$ cat config.mk
export PLATFORM = sky130hd
export DESIGN_NAME = dmem_arbiter
export DESIGN_NICKNAME = d
export VERILOG_FILES = /design/src/rtl/dmem_arbiter.sv
export SDC_FILE = /design/constraint.sdc
export NUM_CORES = 1
export LEC_CHECK = 0
export CAP_MARGIN = 10
export CORE_AREA = 2 2 120 122
export CTS_CLUSTER_SIZE = 25
export DETAILED_ROUTE_END_ITERATION = 10
export DIE_AREA = 0 0 122 124
export SLEW_MARGIN = 20
export SYNTH_ARGS = -nofsm -noshare
export SYNTH_HDL_FRONTEND = slang
export SYNTH_SLANG_ARGS = --single-unit
$ cat constraint.sdc
create_clock -name clk -period 3.95 [get_ports clk]
set_input_delay 0.79 -clock clk [delete_from_list [all_inputs] [get_ports clk]]
set_output_delay 0.79 -clock clk [all_outputs]
set_load 0.02 [all_outputs]
$ cat src/rtl/dmem_arbiter.sv
// Single-port data memory arbiter between the CPU MEM stage and a DMA/debug master.
// Define ARB_RR_EN for round-robin contention instead of CPU priority with MAX_WAIT override.
module dmem_arbiter #(
  parameter int unsigned MAX_WAIT  = 4,
  parameter int unsigned MAX_BURST = 8
) (
  input  logic        clk,
  input  logic        rst,
  input  logic        cpu_req,
  input  logic        cpu_we,
  input  logic [31:0] cpu_addr,
  input  logic [31:0] cpu_wd,
  input  logic [1:0]  cpu_size,
  output logic [31:0] cpu_rd,
  output logic        cpu_stall,
  input  logic        dma_req,
  input  logic        dma_lock,
  input  logic        dma_we,
  input  logic [31:0] dma_addr,
  input  logic [31:0] dma_wd,
  input  logic [1:0]  dma_size,
  output logic        dma_gnt,
  output logic        dma_rvalid,
  output logic [31:0] dma_rdata,
  output logic [31:0] mem_a,
  output logic [31:0] mem_wd,
  output logic        mem_we,
  output logic [1:0]  mem_size,
  input  logic [31:0] mem_rd
);

  typedef enum logic {ST_SHARED, ST_DMA_BURST} state_t;

  localparam logic [3:0] BURST_LIMIT = 4'(MAX_BURST);

  state_t     state, state_next;
  logic [3:0] burst_cnt, burst_next;
  logic       cpu_gnt, dma_win, contend_dma;

`ifdef ARB_RR_EN
  logic last_dma;
  assign contend_dma = ~last_dma;
`else
  localparam logic [3:0] WAIT_LIMIT = 4'(MAX_WAIT);
  logic [3:0] wait_cnt, wait_next;
  assign contend_dma = (wait_cnt == WAIT_LIMIT);
`endif

  always_comb begin
    state_next = state;
    burst_next = burst_cnt;
    cpu_gnt    = 1'b0;
    dma_win    = 1'b0;
    if (!rst) begin
      case (state)
        ST_SHARED: begin
          if (cpu_req && dma_req) begin
            dma_win = contend_dma;
            cpu_gnt = ~contend_dma;
          end else begin
            cpu_gnt = cpu_req;
            dma_win = dma_req;
          end
          if (dma_win && dma_lock) begin
            state_next = ST_DMA_BURST;
            burst_next = 4'd1;
          end
        end
        ST_DMA_BURST: begin
          // Burst holds ownership until the beat limit is reached and the CPU is waiting.
          if (dma_req && !(cpu_req && burst_cnt == BURST_LIMIT))
            dma_win = 1'b1;
          else
            cpu_gnt = cpu_req;
          if (dma_win && dma_lock) begin
            burst_next = (burst_cnt == BURST_LIMIT) ? BURST_LIMIT : burst_cnt + 4'd1;
          end else begin
            state_next = ST_SHARED;
            burst_next = '0;
          end
        end
        default: state_next = ST_SHARED;
      endcase
    end
  end

`ifndef ARB_RR_EN
  always_comb begin
    wait_next = '0;
    if (dma_req && !dma_win)
      wait_next = (wait_cnt == WAIT_LIMIT) ? WAIT_LIMIT : wait_cnt + 4'd1;
  end
`endif

  always_ff @(posedge clk) begin
    if (rst) begin
      state     <= ST_SHARED;
      burst_cnt <= '0;
`ifdef ARB_RR_EN
      last_dma  <= 1'b1;
`else
      wait_cnt  <= '0;
`endif
    end else begin
      state     <= state_next;
      burst_cnt <= burst_next;
`ifdef ARB_RR_EN
      if (dma_win)
        last_dma <= 1'b1;
      else if (cpu_gnt)
        last_dma <= 1'b0;
`else
      wait_cnt  <= wait_next;
`endif
    end
  end

  always_ff @(posedge clk) begin
    if (rst) begin
      dma_rvalid <= 1'b0;
      dma_rdata  <= '0;
    end else begin
      dma_rvalid <= dma_win & ~dma_we;
      if (dma_win && !dma_we)
        dma_rdata <= mem_rd;
    end
  end

  assign dma_gnt   = dma_win;
  assign cpu_stall = cpu_req & ~cpu_gnt;
  assign cpu_rd    = mem_rd;
  assign mem_a     = dma_win ? dma_addr : cpu_addr;
  assign mem_wd    = dma_win ? dma_wd   : cpu_wd;
  assign mem_size  = dma_win ? dma_size : cpu_size;
  assign mem_we    = dma_win ? dma_we   : (cpu_gnt & cpu_we);

endmodule

==> impl_metrics.json, run 1 <==
{
  "arrival_ns": 3.03,
  "grt_pass1_vias": 3550,
  "die_h_um": 124,
  "numCtsBuffers": 5,
  "area.growth.synth_to_final_pct": 122,
  "cts_tree": "yes",
  "synthArstFlopShare_pct": 0,
  "status": "completed",
  "start_kind": "input port",
  "max_freq_ghz": 0.261,
  "drt_iter0_drc": 119,
  "synth_seq_cells": 42,
  "path_class": "in2out",
  "drtPass1Iterations": 4,
  "whs_ns": 0.457,
  "total_power_mw": 1.47,
  "worst-path-max-fanout": 13,
  "setup_viol": 0,
  "dp_slack_ns": -0.0483,
  "gp_congestion": 1.12,
  "synth_cells": 316,
  "fin_cells": 781,
  "ys_warn_count": 0,
  "yosysSeqAreaShare_pct": 30.3,
  "fp.coreArea_sq_um": 13700,
  "root_buffer": "clkbuf_16",
  "hold_path_class": "reg2reg",
  "synthFlopType": "dfxtp_1",
  "fin_nets": 775,
  "drc": 0,
  "dp.cells": 773,
  "synth_edf_count": 0,
  "antenna_found_initial": 0,
  "cts_buffer_depth": 2,
  "syn_nets": 491,
  "wl_per_cell_um": 16.7,
  "avgSynthCellArea_sq_um": 8.77,
  "grt_max_degree": 34,
  "ir_worst_vdd_v": 0.000138,
  "diodes": 0,
  "clk_latency_ns": 0.28,
  "htree_levels": 2,
  "io_buffers": 304,
  "start_util_pct": 20.2,
  "end_kind": "output port",
  "vias": 3454,
  "finalHoldViolCount": 0,
  "critPathRequiredTime_ns": 3.16,
  "final_util_pct": 44.8,
  "die-area_sq_um": 15100,
  "path_clk_slew_ns": 0.06,
  "min_period_ns": 3.82,
  "setup_slack_ns": 0.126,
  "fp.dieW_um": 122,
  "hpwl_um": 11200,
  "drv_cap": 0,
  "viasPerCell": 4.42,
  "finalCritPeriodShare_pct": 96.8,
  "synthesis.area_sq_um": 2770,
  "finClkSkew_ns": 0.00584,
  "ios": 305,
  "yosysMostFrequentCell": "dfxtp_1",
  "worst_slew_pin_slew_ns": 0.878,
  "final_area_sq_um": 6150,
  "place_area_sq_um": 5940,
  "drv_slew": 0,
  "grt_pass1_wl_um": 18300,
  "wirelength_um": 13100,
  "rows": 43,
  "cts_setup_buffers": 0,
  "finalSetupTns_ns": 0,
  "p_leak_nw": 2.58,
  "powerDensity_nw_per_um2": 239,
  "drive_gt1_share_pct": 12.3,
  "grtUsageTotal_pct": 15.9,
  "cts.sinks": 42,
  "yosys-top-cells-count": "dfxtp_1, o21ai_0, nand2_1",
  "synth_cell_types": 33,
  "rsz0062_at_grt": "false",
  "synth_area_leader_cell": "dfxtp_1",
  "synth.area.top_cells": "dfxtp_1, mux2_1, mux2_2",
  "synth_top_area_share_pct": 30.3,
  "relSlewSlack_pct": 40.9,
  "overflow": 0,
  "final_antenna_net_count": 0
}
-- kinds of logic (layout without fill, tap and decap cells) --
family / Yosys count / in the layout / synth area share [%]
and+or+nand+nor: 94 / 94 / 16.9
DFF: 42 / 42 / 30.3
buffers and inverters: 61 / 346 / 14.6
xor gates and xnor gates: 2 / 2 / 0.632
adders and majority gates: 4 / 4 / 1.81
muxes: 66 / 66 / 26.8
AOI/OAI and AO/OA: 47 / 47 / 8.94
-- critical path: stages --
cell             delay [ns]
clkdlybuf4s50_1        0.56
nand4b_1               0.14
and3_1                 0.23
nor3_4                 0.20
buf_12                 0.19
mux2_2                 0.34
clkdlybuf4s50_1        0.57
-- per-layer routing --
layer  vias to the layer above  global-route usage [%]  share of wire [%]
li1                       1651                       -                  -
met3                        20                    5.22                9.7
met4                         0                    7.69                4.1
met1                      1592                    16.5                 36
met2                       191                    28.8                 50
met5                         -                       0                  0
-- layout make-up --
cell class / count / area [sq um]
timing repair buffer: 330 / 3360
multi-input combinational: 213 / 1540
tap: 180 / 225
sequential: 42 / 841
inverter: 8 / 30.0
fill: 1351 / 7570
clock buffer: 7 / 143
clock inverter: 1 / 5.00
-- registers in the layout, summed over array words and instances, names as in the netlist --
signal and flops:
dma_rvalid 1, burst_cnt 4, wait_cnt 4, state 1, dma_rdata 32
-- repair_timing --
action / 4_1_cts / 5_1_grt
gates resized for setup: 23 / 35
endpoints found under the setup margin: 23 / 35
hold endpoints to repair: 0 / 0
hold buffers: 0 / 0
-- layout by cell type, fill, tap and decap left out, drive strengths merged, types with 4 or more instances in the layout --
cell,n
clkdlybuf4s50,241
mux2,66
dfxtp,42
o21ai,39
nand2,37
nand3,35
dlymetal6s2s,35
buf,31
dlygate4sd2,23
inv,7
clkbuf,7
nor4,4
ha,4
-- worst paths after layout --
check,start,to,slack (ns),cells after the start
max reg2reg,burst_cnt[0],dma_rdata[14],1.78,8
max,dma_req,mem_a[2],0.13,7
min,dma_rdata[9],dma_rdata[9],0.46,2
min reg2reg,dma_rdata[9],dma_rdata[9],0.46,2
-- power breakdown --
group	internal, mW	switching, mW
Sequential	0.442	0.00985
Combinational	0.348	0.262
Clock	0.251	0.156
Total	1.04	0.428
(Power assumes the default switching activity.)
==> run 2: changes to the inputs <==
Settings changed: PLACE_DENSITY set to 0.65, SLEW_MARGIN 20 to 15.
==> run 2 against run 1 <==
Effect of this change:
- maximum frequency decreased by 0.59%
- final cell count unchanged
- setup slack got worse by 0.023 ns
- via count decreased by 2.8%
- clock power increased by 15%
- sequential power about the same
- first-iteration DRC count decreased by 13%
- wire length decreased by 2.4%
- non-clock buffer count increased by 1
- hold slack got worse by 0.0019 ns
- critical path depth unchanged
- design area decreased by 1.8%
- critical path type unchanged
- critical endpoint is now mem_a[12]
- largest cell class unchanged
==> impl_metrics.json, run 2 (same netlist as run 1, synthesis figures left out) <==
{
  "drt_iter0_drc": 103,
  "finClkSkew_ns": 0.00362,
  "worst-path-max-fanout": 18,
  "ios": 305,
  "p_leak_nw": 2.35,
  "critPathRequiredTime_ns": 3.16,
  "final_area_sq_um": 6040,
  "regMostFlops": "dma_rdata",
  "grt_pass1_vias": 3491,
  "ir_worst_vdd_v": 0.000153,
  "setup_viol": 0,
  "largest_register_ffs": 32,
  "total_power_mw": 1.50,
  "cts_setup_buffers": 0,
  "dp_slack_ns": -0.0671,
  "numCtsBuffers": 5,
  "place_area_sq_um": 5930,
  "wl_per_cell_um": 16.3,
  "dp.cells": 774,
  "path_class": "in2out",
  "finalHoldViolCount": 0,
  "cts.repair.resized": 60,
  "rows": 43,
  "end_kind": "output port",
  "diodes": 0,
  "fp.dieW_um": 122,
  "largest_registers": "dma_rdata x32, burst_cnt x4, wait_cnt x4",
  "powerDensity_nw_per_um2": 249,
  "start_util_pct": 20.2,
  "drv_slew": 0,
  "root_buffer": "clkbuf_16",
  "grt_pass1_wl_um": 18700,
  "area.growth.synth_to_final_pct": 118,
  "cts_tree": "yes",
  "finalCritPeriodShare_pct": 97.4,
  "cts.sinks": 42,
  "grtUsageTotal_pct": 16.0,
  "layout_commonest_cell": "clkdlybuf4s50_1",
  "min_period_ns": 3.85,
  "relSlewSlack_pct": 46.4,
  "final_antenna_net_count": 0,
  "die-area_sq_um": 15100,
  "gp_congestion": 0.835,
  "drive_gt1_share_pct": 11.6,
  "htree_levels": 2,
  "hpwl_um": 11100,
  "status": "completed",
  "arrival_ns": 3.06,
  "drv_cap": 0,
  "drtPass1Iterations": 4,
  "overflow": 0,
  "grt_max_degree": 34,
  "rsz0062_at_grt": "false",
  "path_clk_slew_ns": 0.06,
  "clk_latency_ns": 0.28,
  "setup_slack_ns": 0.103,
  "viasPerCell": 4.30,
  "hold_path_class": "reg2reg",
  "hold_buffers": 0,
  "fin_nets": 776,
  "die_h_um": 124,
  "start_kind": "input port",
  "final_cell_mix": "clkdlybuf4s50_1, dlygate4sd2_1, dfxtp_1, o21ai_0, nand2_1",
  "antenna_found_initial": 0,
  "vias": 3359,
  "wirelength_um": 12800,
  "fin_cells": 781,
  "worst_slew_pin_slew_ns": 0.801,
  "cts_buffer_depth": 2,
  "fp.coreArea_sq_um": 13700,
  "io_buffers": 304,
  "max_freq_ghz": 0.260,
  "drc": 0
}
==> run 2: path summary, 6_finish.rpt <==
check | start | endpoint | slack (ns) | cells past startpoint
worst max-delay path | dma_req | mem_a[12] | 0.10 | 7
worst min-delay path | dma_rdata[0] | dma_rdata[0] | 0.45 | 2
worst max register to register | burst_cnt[0] | dma_rdata[17] | 1.76 | 8
worst min register to register | dma_rdata[0] | dma_rdata[0] | 0.45 | 2
==> run 2: stage by stage <==
stage               util [%]  hold slack [ns]  setup TNS, ns
floorplan                  -            0.452              0
global placement        43.3            0.446         -0.156
detailed placement      43.3            0.450         -0.632
CTS                     43.9            0.460              0
global route            44.0            0.474              0
finish                  44.0            0.455              0
==> run 2: worst max-delay path: stages <==
cell and delay, ns:
clkdlybuf4s50_1 0.56, nand4b_1 0.15, and3_1 0.23, nor3_4 0.21
buf_12 0.19, mux2_2 0.35, clkdlybuf4s50_1 0.56
==> run 2: routing by layer <==
metal	vias to the layer above	share of wire, %	global-route usage [%]
met5	-	0	0
met4	0	1.5	4.02
met3	14	7.4	2.88
met2	175	57	33.5
met1	1518	34	15.9
li1	1652	-	-
==> run 2: power breakdown <==
| group | internal [mW] | switching (mW) | leakage, nW |
|---|---|---|---|
| Combinational | 0.332 | 0.253 | 1.93 |
| Sequential | 0.442 | 0.0102 | 0.342 |
| Clock | 0.312 | 0.155 | 0.0829 |
==> run 2: cell type report <==
cell class | instances | area (sq um)
fillers | 1358 | 7680
repair buffers | 331 | 3230
multi-input cells | 213 | 1540
flip-flops and latches | 42 | 841
well taps | 180 | 225
clock buffers | 6 | 139
clock inverters | 1 | 30.0
inverters | 8 | 30.0
